### config.mk
export PLATFORM = sky130hd
export DESIGN_NAME = cpu_sequencer
export DESIGN_NICKNAME = d
export VERILOG_FILES = /design/src/rtl/cpu_sequencer.sv
export SDC_FILE = /design/constraint.sdc
export NUM_CORES = 1
export LEC_CHECK = 0
export BUFFER_PORTS_ARGS = -buffer_cell sky130_fd_sc_hd__buf_2
export CORE_ASPECT_RATIO = 2
export CORE_MARGIN = 2
export CORE_UTILIZATION = 50
export CTS_BUF_LIST = sky130_fd_sc_hd__clkbuf_4 sky130_fd_sc_hd__clkbuf_8
export DETAILED_ROUTE_END_ITERATION = 16
export PLACE_DENSITY = 0.82
export SLEW_MARGIN = 25
export SYNTH_ARGS = -nofsm -noshare
export SYNTH_HDL_FRONTEND = slang
export SYNTH_SLANG_ARGS = --single-unit
### constraint.sdc
create_clock -name clk -period 2.8 [get_ports clk]
set_input_delay 0.14 -clock clk [delete_from_list [all_inputs] [get_ports clk]]
set_output_delay 0.14 -clock clk [all_outputs]
set_load 0.03 [all_outputs]
### src/rtl/cpu_sequencer.sv
// Multi-cycle instruction sequencer: fetch / decode / execute / memory / write-back control.
// Optional retire counter port enabled by defining CPU_SEQUENCER_RETIRE_CNT_EN.
module cpu_sequencer (
    input  logic        clk,
    input  logic        reset,
    input  logic        start,
    output logic        imem_req,
    output logic [7:0]  imem_addr,
    input  logic        imem_ready,
    input  logic [19:0] imem_rdata,
    output logic [19:0] instruction,
    input  logic [7:0]  jump_address,
    input  logic [7:0]  branch_offset,
    input  logic        alu_zero,
    output logic        alu_en,
    output logic        reg_we,
    output logic        dmem_req,
    output logic        dmem_we,
    input  logic        dmem_ready,
    output logic [7:0]  pc,
    output logic [2:0]  state,
    output logic        halted
`ifdef CPU_SEQUENCER_RETIRE_CNT_EN
    ,
    output logic [15:0] retire_cnt
`endif
);

    typedef enum logic [2:0] {
        S_IDLE   = 3'd0,
        S_FETCH  = 3'd1,
        S_DECODE = 3'd2,
        S_EXEC   = 3'd3,
        S_MEM    = 3'd4,
        S_WB     = 3'd5,
        S_HALT   = 3'd6
    } state_t;

    localparam logic [4:0] OP_LW   = 5'b00111;
    localparam logic [4:0] OP_SW   = 5'b01000;
    localparam logic [4:0] OP_JMP  = 5'b01001;
    localparam logic [4:0] OP_BEQ  = 5'b01010;
    localparam logic [4:0] OP_BNE  = 5'b01011;
    localparam logic [4:0] OP_HALT = 5'b11111;

    state_t      state_q, state_d;
    logic [7:0]  pc_q, pc_d;
    logic [19:0] ir_q, ir_d;
    logic [4:0]  opcode;
    logic [7:0]  pc_inc;

    assign opcode = ir_q[19:15];
    assign pc_inc = pc_q + 8'd1;

    // NOTE: sequential state uses non-blocking assignments so every register samples pre-edge values.
    always_ff @(posedge clk or posedge reset) begin
        if (reset) begin
            state_q <= S_IDLE;
            pc_q    <= 8'd0;
            ir_q    <= 20'd0;
        end else begin
            state_q <= state_d;
            pc_q    <= pc_d;
            ir_q    <= ir_d;
        end
    end

    // NOTE: every comb output gets a default first, so no path can infer a latch.
    always_comb begin
        state_d = state_q;
        pc_d    = pc_q;
        ir_d    = ir_q;
        unique case (state_q)
            S_IDLE: begin
                if (start) state_d = S_FETCH;
            end
            S_FETCH: begin
                if (imem_ready) begin
                    ir_d    = imem_rdata;
                    state_d = S_DECODE;
                end
            end
            S_DECODE: begin
                state_d = (opcode == OP_HALT) ? S_HALT : S_EXEC;
            end
            S_EXEC: begin
                unique case (opcode)
                    OP_JMP: begin
                        pc_d    = jump_address;
                        state_d = S_FETCH;
                    end
                    OP_BEQ, OP_BNE: begin
                        // Taken condition flips between the two branch flavours.
                        if (alu_zero == (opcode == OP_BEQ)) pc_d = pc_inc + branch_offset;
                        else                                pc_d = pc_inc;
                        state_d = S_FETCH;
                    end
                    OP_LW, OP_SW: state_d = S_MEM;
                    default:      state_d = S_WB;
                endcase
            end
            S_MEM: begin
                if (dmem_ready) begin
                    if (opcode == OP_SW) begin
                        pc_d    = pc_inc;
                        state_d = S_FETCH;
                    end else begin
                        state_d = S_WB;
                    end
                end
            end
            S_WB: begin
                pc_d    = pc_inc;
                state_d = S_FETCH;
            end
            S_HALT:  state_d = S_HALT;
            default: state_d = S_IDLE;
        endcase
    end

    // Strobes decode from the registered state (and IR) only, so reset clears them at once.
    assign imem_req    = (state_q == S_FETCH);
    assign imem_addr   = pc_q;
    assign instruction = ir_q;
    assign alu_en      = (state_q == S_EXEC);
    assign reg_we      = (state_q == S_WB);
    assign dmem_req    = (state_q == S_MEM);
    assign dmem_we     = (state_q == S_MEM) && (opcode == OP_SW);
    assign pc          = pc_q;
    assign state       = state_q;
    assign halted      = (state_q == S_HALT);

`ifdef CPU_SEQUENCER_RETIRE_CNT_EN
    logic [15:0] retire_q;
    logic        retire_evt;

    assign retire_evt = (state_d == S_FETCH) &&
                        (state_q == S_EXEC || state_q == S_MEM || state_q == S_WB);

    always_ff @(posedge clk or posedge reset) begin
        if (reset)           retire_q <= 16'd0;
        else if (retire_evt) retire_q <= retire_q + 16'd1;
    end

    assign retire_cnt = retire_q;
`endif

endmodule

==> metrics.md <==
| Metric | Value |
|---|---|
| Outcome | `finished, final reports clean` |
| Timing-limited maximum frequency | `roughly 380 MHz` |
| Hold Violations, Final | `0` |
| Warnings from Yosys | `0` |
| Most used flip-flop cell after synthesis | `dfrtp_1` |
| Height of the die | `97.1 um` |
| Buffers on Ports | `86` |
| WP data arrival | `~2800 ps` |
| Required time of the critical path | `3000 ps` |
| Overall power after layout | `about 3.8 mW` |
| Clock insertion delay at the later pin of the skew report | `about 280 ps` |
| Count of flip-flops with a built-in enable after synthesis | `0` |
| Share of async-settable or async-resettable flops after synthesis | `1.00` |
| CP Launch Type | `flip-flop` |
| Fill cell count | `between 300 and 400` |
| Crit-path max cell delay | `between 400 and 500 ps` |
| Post-route clock skew | `1.64 ps` |
| Drc violations | `0` |
| Final critical path time including I/O delays and setup | `between 2000 and 3000 ps` |
| Area growth, synth to finish | `25.5%` |
| Via count of the first global-routing pass | `roughly 2100` |
| Placeable core region | `~4100 um2` |
| Number of detailed-routing iterations run before antenna repair | `4` |
| Maximum buffer depth of the clock tree | `2` |
| ANT nets after route | `0` |
| Die area | `approximately 4900 um2` |
| Setup TNS | `0 ps` |
| Via density | `a little under 6` |
| Clock sinks | `31` |
| Routed wire length | `between 5 and 6 mm` |
| Setup repair after global routing missed its margin | `false` |
| Layout cell share with drive strength beyond 1 | `0.436` |
| I/O pin cnt | `just under 90` |
| Slowest cell on the critical path | `dfrtp_1` |
| Iteration-0 DRC Markers | `65` |
| Cell-by-cell trace of the critical path | `ha_2, nand3_1, xnor2_2, ha_2, o211ai_1, o211a_1, nand4b_1, a2111o_1, a31oi_1` |
| TritonCTS clock tree | `done` |
| Postcts setup bufs | `0` |
| Mean instance size in the synthesized netlist | `~9.7 um2` |
| Part of the cycle the worst path needs | `0.934` |
| WS Path Type | `reg -> reg` |
| Worst hold-check path type | `in -> reg` |
| Clock slew seen by the registers of the worst setup and hold paths | `approximately 60 ps` |
| Flip-flop and latch count after synthesis | `31` |
| Number of rows in the core area | `33` |
| Number of different library cells in the post-synthesis netlist | `between 50 and 60` |
| Antenna violations before repair | `0` |
| Worst-Margin Slew | `~520 ps` |
| Max capacitance violation total | `0` |
| Maximum number of pins on one net before global-route repair | `32` |
| DR WL/cell | `approximately 16 um` |
| Sequential cell area in the final layout | `about 780 um2` |
| Number of buffers added by the clock tree synthesis step | `5` |
| Leakage power summed over all cells | `1.31 nW` |
| Gp weighted congestion | `about 0.86` |
| NumNets Final | `356` |
| Mapped Nets | `approximately 280` |
| Finished Core Util | `0.659` |
| Power density of the placed cells | `~1400 nW/um2` |
| Number of instances in the synthesized netlist | `between 200 and 250` |
| Global-route usage over all layers | `0.246` |
| Die Wd | `a little over 50 um` |
| Peak supply drop | `approximately 0.00083 V` |
| Sequential area share after synthesis | `0.358` |
| H-tree lvl count | `2` |
| Critical path capture point type | `flip-flop` |
| Initial core utilization | `0.525` |
| CTS root buf | `clkbuf_8` |
| Total number of vias | `slightly above 2000` |
| Cell Area, Synth | `2170 um2` |
| Wire length of the first global-routing pass | `~9.4 mm` |
| Slew headroom | `0.653` |
| Final-report max-slew violation count | `0` |
| Area of the multi-input gates | `around 1300 um2` |
| Residual overflow from global routing | `0` |
| Final setup viols | `0` |
| Max FO, Critical Path | `6` |
| Antenna cell count | `0` |
| Sum of net half-perimeters after detailed placement | `~4.5 mm` |
| Crit path top cell by count | `ha_2` |
-- sequential cells by signal, summed over array words and instances, names as in the netlist --
signal       cells
imem_addr        8
state            3
instruction     20
-- cell type report --
class | instances | share of cell area
Inverter | 5 | 0.00690
Sequential cell | 31 | 0.286
Timing Repair Buffer | 91 | 0.173
Multi-Input combinational cell | 170 | 0.472
Tap cell | 52 | 0.0239
Clock buffer | 8 | 0.0382
-- worst paths after layout --
check	slack, ps	startpoint	cells past startpoint	end
max	180	imem_addr[1]	9	imem_addr[7]
min	90	imem_rdata[14]	2	instruction[14]
max reg2reg	180	imem_addr[1]	9	imem_addr[7]
min reg2reg	500	instruction[14]	1	instruction[14]
max in group asynchronous	1990	reset	4	imem_addr[0]
min in group asynchronous	500	reset	4	instruction[9]
-- cells by family after synthesis --
kind of cell | share of synthesized area
buf+inv | 0.0583
flops | 0.358
compound gates | 0.205
simple gates | 0.159
mux | 0.114
fa+ha+maj | 0.0612
xor+xnor | 0.0445
-- worst max-delay path, delay by kind of cell, from the launching register on --
family	cells	cell delay, ps
xor gates and xnor gates	1	190
AOI/OAI and AO/OA	4	900
and+or+nand+nor	2	380
adders and majority gates	2	640
DFF	1	430
-- per-stage QoR --
step / hold slack (ps) / setup WS, ps / cells / instance area (um2)
2_1_floorplan: 244 / 130 / 223 / 2170
3_3_place_gp: 235 / 218 / 348 / 2580
3_5_place_dp: 238 / 187 / 348 / 2580
4_1_cts: 79.8 / 166 / 357 / 2700
5_1_grt: 87.3 / 15.7 / 357 / 2720
6_report: 88.6 / 184 / 357 / 2720
-- metal layers --
metal,vias up,part of all wire,global-route usage
met5,-,0,0
met4,0,0.048,0.152
met3,21,0.050,0.0385
met2,83,0.55,0.460
met1,990,0.35,0.237
li1,976,-,-
-- cell usage after synthesis (2+ instances only) --
cell type	count	area, um2
dfrtp_1	31	776
mux2_2	21	236
nand2_1	19	71.3
a21oi_1	15	75.1
nor2_1	11	41.3
o21ai_0	10	50.1
ha_1	9	113
buf_4	8	60.1
xnor2_1	8	70.1
nand2b_1	6	37.5
a21o_1	5	37.5
buf_2	5	25.0
inv_1	5	18.8
o22ai_1	5	31.3
nand3_1	4	20.0
and2_1	3	18.8
and3_1	3	18.8
clkbuf_1	3	11.3
nor3_1	3	15.0
o211ai_1	3	22.5
xor2_1	3	26.3
a211oi_1	2	15.0
a221oi_1	2	17.5
a31o_2	2	17.5
a31oi_1	2	12.5
nand3b_1	2	15.0
nand4_1	2	12.5
-- cells in the final DEF, fill, tap and decap left out, drive strengths merged, types with 3 or more instances in the layout --
cell type	count
buf	90
dfrtp	31
mux2	21
nand2	19
a21oi	16
o21ai	12
nor2	11
ha	9
clkbuf	8
xnor2	8
nand2b	6
inv	5
a21o	5
o22ai	5
nand3	4
nor3	4
xor2	3
o211ai	3
and2	3
and3	3
-- repair_timing --
item | CTS | global route
endpoints found under the setup margin | 0 | 1
gates resized for setup | 0 | 5
hold buffers | 1 | 0
hold endpoints to repair | 31 | 0
-- power breakdown --
group	switching (mW)	internal, mW	total (mW)
clock network	0.157	0.234	0.390
logic	1.51	0.941	2.45
registers	0.271	0.675	0.946
Power figures use the tool's default switching activity.
